### src/rtl/fp32_pkg.sv
// fp32_pkg: shared binary32 constants, operand classes and classification helper
package fp32_pkg;
  localparam int EXP_W = 8;
  localparam int FRAC_W = 23;
  localparam int BIAS = 127;
  localparam logic [31:0] QNAN = 32'h7FC00000;
  localparam logic [31:0] POS_INF = 32'h7F800000;
  localparam logic [31:0] NEG_INF = 32'hFF800000;
  typedef enum logic [1:0] {ZERO, NORM, INF, NAN} fp_class_t;
  function automatic fp_class_t classify(input logic [31:0] x);
    return x[30:23] == 8'h00 ? ZERO : x[30:23] != 8'hFF ? NORM : x[22:0] == 23'd0 ? INF : NAN;
  endfunction
endpackage

### src/rtl/rca.sv
// rca: parameterised ripple-carry adder; callers subtract by passing ~b with cin=1
module rca #(
  parameter int W = 8
) (
  input  logic [W-1:0] a,
  input  logic [W-1:0] b,
  input  logic         cin,
  output logic [W-1:0] sum,
  output logic         cout
);
  logic [W:0] c;
  assign c[0] = cin;
  for (genvar i = 0; i < W; i++) begin : g_fa
    assign sum[i] = a[i] ^ b[i] ^ c[i];
    assign c[i+1] = (a[i] & b[i]) | (c[i] & (a[i] ^ b[i]));
  end
  assign cout = c[W];
endmodule

### src/rtl/add_sub.sv
// add_sub: binary32 adder/subtractor, RNE rounding, flush-to-zero, registered result
module add_sub
  import fp32_pkg::*;
(
  input  logic        clk,
  input  logic        rst,
  input  logic [31:0] A,
  input  logic [31:0] B,
  input  logic        add_or_sub,
  output logic [31:0] S
);
  fp_class_t ca, cb;
  logic sa, sb, swap, s_l, s_s, op, cout, g, rb, st, up;
  logic [7:0] e_l, e_s, diff;
  logic [23:0] m_l, m_s;
  logic [49:0] wide;
  logic [26:0] aligned, b_op, sum, norm;
  logic [27:0] r;
  logic [4:0] lz;
  logic signed [9:0] e_n, e_f;
  logic [24:0] m_r;
  logic [22:0] frac;
  logic [31:0] norm_res, res;
  assign ca = classify(A);
  assign cb = classify(B);
  assign sa = A[31];
  assign sb = B[31] ^ add_or_sub;
  assign swap = B[30:0] > A[30:0];
  assign {s_l, e_l, m_l} = swap ? {sb, B[30:23], 1'b1, B[22:0]} : {sa, A[30:23], 1'b1, A[22:0]};
  assign {s_s, e_s, m_s} = swap ? {sa, A[30:23], 1'b1, A[22:0]} : {sb, B[30:23], 1'b1, B[22:0]};
  assign op = s_l ^ s_s;
  assign diff = e_l - e_s;
  // bits shifted past guard/round collapse into sticky; 26+ leaves only sticky
  assign wide = {m_s, 26'd0} >> diff;
  assign aligned = diff >= 8'd26 ? 27'd1 : {wide[49:24], |wide[23:0]};
  assign b_op = op ? ~aligned : aligned;
  rca #(.W(27)) u_sig (
    .a({m_l, 3'b000}),
    .b(b_op),
    .cin(op),
    .sum(sum),
    .cout(cout)
  );
  assign r = {cout & ~op, sum};
  always_comb begin
    lz = 5'd0;
    for (int i = 0; i < 27; i++) lz = r[i] ? 5'(26 - i) : lz;
  end
  assign norm = r[27] ? {r[27:2], r[1] | r[0]} : r[26:0] << lz;
  assign e_n = r[27] ? 10'({2'b00, e_l}) + 10'd1 : 10'({2'b00, e_l}) - 10'({5'd0, lz});
  assign g = norm[2];
  assign rb = norm[1];
  assign st = norm[0];
  assign up = g & (rb | st | norm[3]);
  assign m_r = {1'b0, norm[26:3]} + 25'(up);
  assign e_f = e_n + 10'(m_r[24]);
  assign frac = m_r[24] ? m_r[23:1] : m_r[22:0];
  assign norm_res = r == 28'd0 ? 32'd0 :
                    e_f > 10'sd254 ? {s_l, POS_INF[30:0]} :
                    e_f < 10'sd1 ? {s_l, 31'd0} : {s_l, e_f[7:0], frac};
  assign res = (ca == NAN || cb == NAN) ? QNAN :
               (ca == INF && cb == INF && sa != sb) ? QNAN :
               ca == INF ? (sa ? NEG_INF : POS_INF) :
               cb == INF ? (sb ? NEG_INF : POS_INF) :
               (ca == ZERO && cb == ZERO) ? {sa & sb, 31'd0} :
               ca == ZERO ? {sb, B[30:0]} :
               cb == ZERO ? {sa, A[30:0]} : norm_res;
  always_ff @(posedge clk) S <= rst ? 32'd0 : res;
endmodule

### config.mk
export PLATFORM = sky130hd
export DESIGN_NAME = add_sub
export DESIGN_NICKNAME = d
export VERILOG_FILES = /design/src/rtl/fp32_pkg.sv /design/src/rtl/rca.sv /design/src/rtl/add_sub.sv
export SDC_FILE = /design/constraint.sdc
export NUM_CORES = 1
export LEC_CHECK = 0
export BUFFER_PORTS_ARGS = -buffer_cell sky130_fd_sc_hd__buf_2
export CORE_MARGIN = 2
export CORE_UTILIZATION = 45
export CTS_CLUSTER_DIAMETER = 40
export DETAILED_ROUTE_END_ITERATION = 10
export SLEW_MARGIN = 20
export SYNTH_ARGS = -nofsm -noshare
export SYNTH_HDL_FRONTEND = slang
export SYNTH_HIERARCHICAL = 1
export SYNTH_SLANG_ARGS = --single-unit
### constraint.sdc
create_clock -name clk -period 31.4 [get_ports clk]
set_input_delay 4.71 -clock clk [delete_from_list [all_inputs] [get_ports clk]]
set_output_delay 4.71 -clock clk [all_outputs]
set_load 0.01 [all_outputs]
# Yosys cells after proc, flatten, opt, wreduce, memory -nomap -nowiden
# Cells that the tools add are included.
[classes]
n_addsub = 5
order_cmp = 4
eq_ne = 7
shifts = 2
n_mux = 52
n_bitwise = 136
reduce_logical = 13
[ops]
columns = ["operator", "count"]
rows = [
  ["two-way mux 32 bit", 8],
  ["two-way mux 5 bit", 27],
  ["two-way mux 31 bit", 4],
  ["two-way mux 27 bit", 3],
  ["two-way mux 33 bit", 2],
  ["AND 1 bit", 54],
  ["bitwise XOR 1 bit", 53],
  [">> shifter 50 x 8 -> 50 bit", 1],
  ["zero test 23 bit", 2],
  ["> comparator 31 bit", 1],
  ["zero test 28 bit", 1],
  ["inverter 27 bit", 1],
  ["OR 1 bit", 27],
  ["<< shifter 27 x 5 -> 27 bit", 1],
  ["adder 24 x 1 -> 25 bit", 1],
  ["OR reduction 24 bit", 1],
  ["two-way mux 23 bit", 1],
  ["zero test 8 bit", 2],
  ["inequality test 8 bit, second input constant", 2],
  ["adder 10 x 1 -> 10 bit", 1],
  ["> comparator 10 x 9 -> 1 bit, second input constant", 1],
  ["less-than comparator 10 x 2 -> 1 bit, second input constant", 1],
  ["two-way mux 10 bit", 1],
  ["adder 8 x 1 -> 9 bit, second input constant", 1],
  ["12 further kinds", 22],
]
[word_totals]
regBits = 32
wordCells = 221

# Longest topological paths before layout
[logic_depth]
word_depth = 77
depth_mapped = 83
mapped_depth_nobuf = 76

# Modules after synthesis
# The synthesis kept the hierarchy.
[modules_own_cells]
columns = ["module", "instances", "cells_per_inst", "area_per_inst_um2"]
rows = [
  ["add_sub", 1, 1372, 9738.1],
  ["rca", 1, 37, 578.1],
]

# Worst setup path after synthesis
# OpenSTA, ideal clock, no wires.
[synth_timing]
kind = "input-to-reg"
from = "in A[26]"
to = "reg S[5]"
t_arrival_ns = 24.825
t_required_ns = 31.281
slack_ns = 6.456
path_stages = 79
path_buffers = 7
path_cell_list = "clkbuf_1 -> inv_1 -> ha_1 -> clkbuf_1 -> a21oi_1 -> o21ai_0 -> a311oi_1 -> o21ai_1 -> o21ai_2 -> mux2i_1 -> inv_1 -> ha_1 -> clkbuf_1 -> clkbuf_1 -> mux4_2 -> a2bb2oi_1 -> mux2i_1 -> nor2_1 -> (+43 left out) -> or2_2 -> ha_1 -> and3_1 -> nand3_2 -> nor4_4 -> nand4b_4 -> nor3b_4 -> ha_1 -> nor2b_1 -> inv_1 -> o31a_1 -> nor3_2 -> xnor2_1 -> o41ai_4 -> nor3_2 -> buf_6 -> a221oi_2 -> nor2_1"
[synth_between]
elab_chain_cells = 75
elab_cells_between_ends = 201
classes_between = "add/sub: 5; order compare: 4; eq/ne: 3; shift: 2; mux: 44; bitwise: 134; reduce/logical: 9"
[synth_lines]
columns = ["element", "line_no", "rtl"]
rows = [
  ["start: declaration", "add_sub.sv:7", "input logic [31:0] A,"],
  ["> comparator 31 bit", "add_sub.sv:28", "assign swap = B[30:0] > A[30:0];"],
  ["two-way mux 33 bit, on equally long branches", "add_sub.sv:29, add_sub.sv:30", ""],
  ["subtractor 8 bit", "add_sub.sv:32", "assign diff = e_l - e_s;"],
  [">> shifter 50 x 8 -> 50 bit", "add_sub.sv:34", "assign wide = {m_s, 26'd0} >> diff;"],
  ["OR reduction 24 bit", "add_sub.sv:35", "assign aligned = diff >= 8'd26 ? 27'd1 : {wide[49:24], |wide[23:0]};"],
  ["two-way mux 27 bit", "add_sub.sv:35", ""],
  ["inverter 27 bit", "add_sub.sv:36", "assign b_op = op ? ~aligned : aligned;"],
  ["two-way mux 27 bit (*)", "add_sub.sv:36", ""],
  ["via b_op[0]", "add_sub.sv:17", "logic [26:0] aligned, b_op, sum, norm;"],
  ["(+50 left out)", "--", ""],
  ["via sum[26]", "add_sub.sv:17", ""],
  ["(+9 left out)", "--", ""],
  ["two-way mux 31 bit", "add_sub.sv:60", "e_f < 10'sd1 ? {s_l, 31'd0} : {s_l, e_f[7:0], frac};"],
  ["two-way mux 31 bit", "add_sub.sv:59", "e_f > 10'sd254 ? {s_l, POS_INF[30:0]} :"],
  ["two-way mux 32 bit (*)", "add_sub.sv:58", "assign norm_res = r == 28'd0 ? 32'd0 :"],
  ["two-way mux 32 bit (*)", "add_sub.sv:67", "cb == ZERO ? {sa, A[30:0]} : norm_res;"],
  ["two-way mux 32 bit (*)", "add_sub.sv:66", "ca == ZERO ? {sb, B[30:0]} :"],
  ["two-way mux 32 bit (*)", "add_sub.sv:65", "(ca == ZERO && cb == ZERO) ? {sa & sb, 31'd0} :"],
  ["two-way mux 32 bit (*)", "add_sub.sv:64", "cb == INF ? (sb ? NEG_INF : POS_INF) :"],
  ["two-way mux 32 bit (*)", "add_sub.sv:63", "ca == INF ? (sa ? NEG_INF : POS_INF) :"],
  ["end signal: assignment", "add_sub.sv:68", "always_ff @(posedge clk) S <= rst ? 32'd0 : res;"],
  ["end: declaration", "add_sub.sv:10", "output logic [31:0] S"],
]
# Mark *: on every way through the listed nets, which the timed path passes. The rest lies on a longest branch.
# A chain may end at the register's enable or synchronous reset.

# Final worst setup path
[layout_timing]
from = "in A[28]"
to = "reg S[21]"
# The elaborated chain is that of the path after synthesis.

==> flow_metrics.tcl <==
set metrics [dict create \
    initial_antenna_violation_count 1 \
    cts-resized-gates 0 \
    synthArstFlopShare_pct 0 \
    ff_latch_area_um2 641 \
    layout_top_registers "S: 32 flops" \
    dr.first_iter.drc_count 1486 \
    setup_repair_after_global_routing_missed_its_margin "no" \
    core.rowCount 55 \
    io_pins 99 \
    groute.usage.overall_pct 37.3 \
    grt_overflow_total 0 \
    multiInputGateArea_um2 8850 \
    largest-register "S" \
    gp_routability_congestion 1.04 \
    cts.repair_timing.setup_buffer_count 0 \
    detail_route.drc_violations 0 \
    htreeDepth 2 \
    path_class "in2reg" \
    postSynth.topFlopCell "dfxtp_1" \
    transition_time_of_the_tightest_slew_check_pin_ns 1.10 \
    worstSetupStartpointType "primary input" \
    totalWireLength_um 45900 \
    syn2layout_area_growth_pct 5.89 \
    drt-pass1-iter-count 8 \
    die_area_um2 24200 \
    number_of_global_route_vias_before_repair 10862 \
    slowest_delay_ns 0.83 \
    proportion_of_total_power_due_to_net_switching_pct 61.1 \
    timing_max_transition_violations_final 0 \
    worst-endpoint-arrival_ns 27.29 \
    initial_utilization_pct 45.7 \
    cts_inserted_buffers 5 \
    ys_top_cells_by_area "mux2i_1 (8.0%), dfxtp_1 (6.2%), mux4_2 (6.1%), nand2_1 (6.1%), fa_1 (5.4%)" \
    timing.critical_path.from "A[28]" \
    tritoncts_clock_tree "yes" \
    ys.warnings.count 6 \
    fp.coreArea_um2 22600 \
    cp_endpoint_kind "flip-flop" \
    cellLeakagePower_uw 0.00443 \
    cpMaxStageDelayCell "nor3_2" \
    power_per_cell_area_nw_per_um2 112 \
    cap_violations 0 \
    critPathRequiredTime_ns 31.58 \
    relative_contribution_of_the_clock_network_to_total_power_pct 4.6 \
    period_share_pct 86.3 \
    number_of_sinks_on_the_clock_net 32 \
    vdd_ir_drop_max_mv 0.0446 \
    max_reg_flops 32 \
    grt_pass1_wl_um 69000 \
    final_cell_area_um2 10900 \
    vias 11825 \
    run_status "finished clean" \
    synth_largest_type_area_fraction_pct 7.96 \
    final_setup_violation_count 0 \
    placed_area_um2 10800 \
    synth.yosys.seq_area_share_pct 6.21 \
    synth_seq_cells 32 \
    netlist.top_cell.by_area "mux2i_1" \
    vias_per_cell 6.91 \
    internal-power_uw 476 \
    syn_inst 1409 \
    hp-class "in2reg" \
    synth_enable_flop_cells 0 \
    timing.final.hold_violations 0 \
    synth.distinct_cells 95 \
    die_y_um 155 \
    synth_area_um2 10300 \
    post_route_cells_drive_above_1_share_pct 16.4 \
    antenna_left 0 \
    hpwl_um 35300 \
    grt_max_degree 54 \
    holdPathStages 3 \
    power.share.combinational_pct 90.2 \
    fmaxAchievable_ghz 0.0369 \
    seqPwrFrac_pct 5.2 \
    switchingPower_uw 747 \
    crit_top_cell "fa_1" \
    timing.critical_path.fanout_max 46 \
    finish.utilization_pct 48.4 \
    hold_buffers 0 \
    wire_per_inst_um 26.8 \
    last_element_of_the_critical_path "S[21]" \
    clkTransAtPathRegs_ns 0.06 \
    layout_min_cycle_time_ns 27.10 \
    fill_cells 2359 \
    clockRootBuffer "clkbuf_16" \
    floorplan.die.width_um 155 \
    timing.slew.headroom_pct 26.1 \
    io_buffer_count 98 \
    final_net_count 1562 \
    setup-tns-final_ns 0 \
    cts-root-to-sink-buffers 2 \
    avgSynthCellArea_um2 7.32 \
]
## synthesized netlist by cell type (13+ instances only)
cell type,instances
nand3_1,41
nor4_1,23
inv_1,72
o211ai_1,39
ha_1,42
buf_6,13
nand2_1,168
a31oi_1,13
and3_1,13
nor2_1,111
mux2i_1,82
o2111ai_1,15
mux4_2,28
a21oi_1,105
buf_2,21
a211oi_1,21
xnor2_1,47
o21ai_0,86
xor2_1,24
nor3_1,36
fa_1,28
dfxtp_1,32
o22ai_1,14
clkbuf_1,55
o21ai_1,16
## power by group through the flow
| stage | clock network (uW) | logic (uW) | registers, uW |
|---|---|---|---|
| floorplan | 0 | 781 | 68.3 |
| global placement | 0 | 1070 | 64.1 |
| detailed placement | 0 | 1060 | 63.8 |
| CTS | 56.2 | 1070 | 63.1 |
| global route | 58.8 | 1170 | 63.7 |
| finish | 56.7 | 1100 | 63.5 |
## stage by stage
stage	setup slack (ns)	power [uW]	hold WS, ns	instances
after detailed placement	4.24	1120	5.02	1703
after global placement	4.66	1130	5.01	1703
after floorplan	6.46	849	4.84	1411
after CTS	4.50	1180	4.73	1711
after global routing	3.05	1290	4.76	1712
final	4.30	1220	4.73	1712
## logic make-up after synthesis
family / synth area share [%]
AOI/OAI and AO/OA: 30.0
buffers and inverters: 8.31
muxes: 15.3
and+or+nand+nor: 23.4
DFF: 6.21
other: 0.0728
adders and majority gates: 10.5
xor gates and xnor gates: 6.19
## area by class of cell
class	instances	area share, %
Sequential cell	32	5.86
Timing Repair Buffer	114	5.59
Clock inverter	3	0.389
Clock buffer	5	1.15
Inverter	77	2.69
Tap cell	285	3.26
Antenna cell	1	0.0229
Multi-Input combinational cell	1195	81.0
## metal layers
layer	vias up	global-route usage [%]	part of all wire (%)
met1	5613	52.4	41
li1	5285	-	-
met4	0	16.8	5.3
met5	-	0	0
met2	780	56.5	44
met3	147	5.43	9.8
## cells in the final DEF (no fill, tap or decap), types with 9 or more instances in the layout
cell       Yosys  layout
o21a_1        10       9
o21ai_1       16      16
nand2_1      168     168
nor2b_1       11      10
buf_4         10      16
nor2_1       111     111
o21ai_0       86      86
a31oi_1       13      13
mux4_2        28      28
a211oi_1      21      21
o2111ai_1     15      15
a21oi_1      105     105
o22ai_1       14      14
a221oi_2       9       9
mux2i_1       82      82
buf_2         21      98
nor4_1        23      23
and3_1        13      13
a311oi_1      11      11
nand4_1       12      12
a22oi_1       12      12
nor3_1        36      36
ha_1          42      42
nand3_1       41      41
xor2_1        24      23
or3_1         12      12
inv_1         72      72
xnor2_1       47      45
mux2_2        10      10
dfxtp_1       32      32
nand2b_1      10      10
and2_1        10      10
o211ai_1      39      39
fa_1          28      28
## worst min path at each step
| stage | start | end | slack (ns) |
|---|---|---|---|
| floorplan | A[31] | S[31] | 4.84 |
| global placement | A[31] | S[31] | 5.01 |
| detailed placement | A[31] | S[31] | 5.02 |
| CTS | A[31] | S[31] | 4.73 |
| global route | A[29] | S[29] | 4.76 |
| finish | A[31] | S[31] | 4.73 |
## critical path, delay by kind of cell
kind                     cells  cell delay [ns]
multiplexers                 1             0.29
AND/OR/NAND/NOR             16             3.84
XOR/XNOR                     1             0.15
adder cells (fa/ha/maj)     31            11.44
AO/OA/AOI/OAI               18             4.04
buffers and inverters       12             2.75
Power figures use the tool's default switching activity.
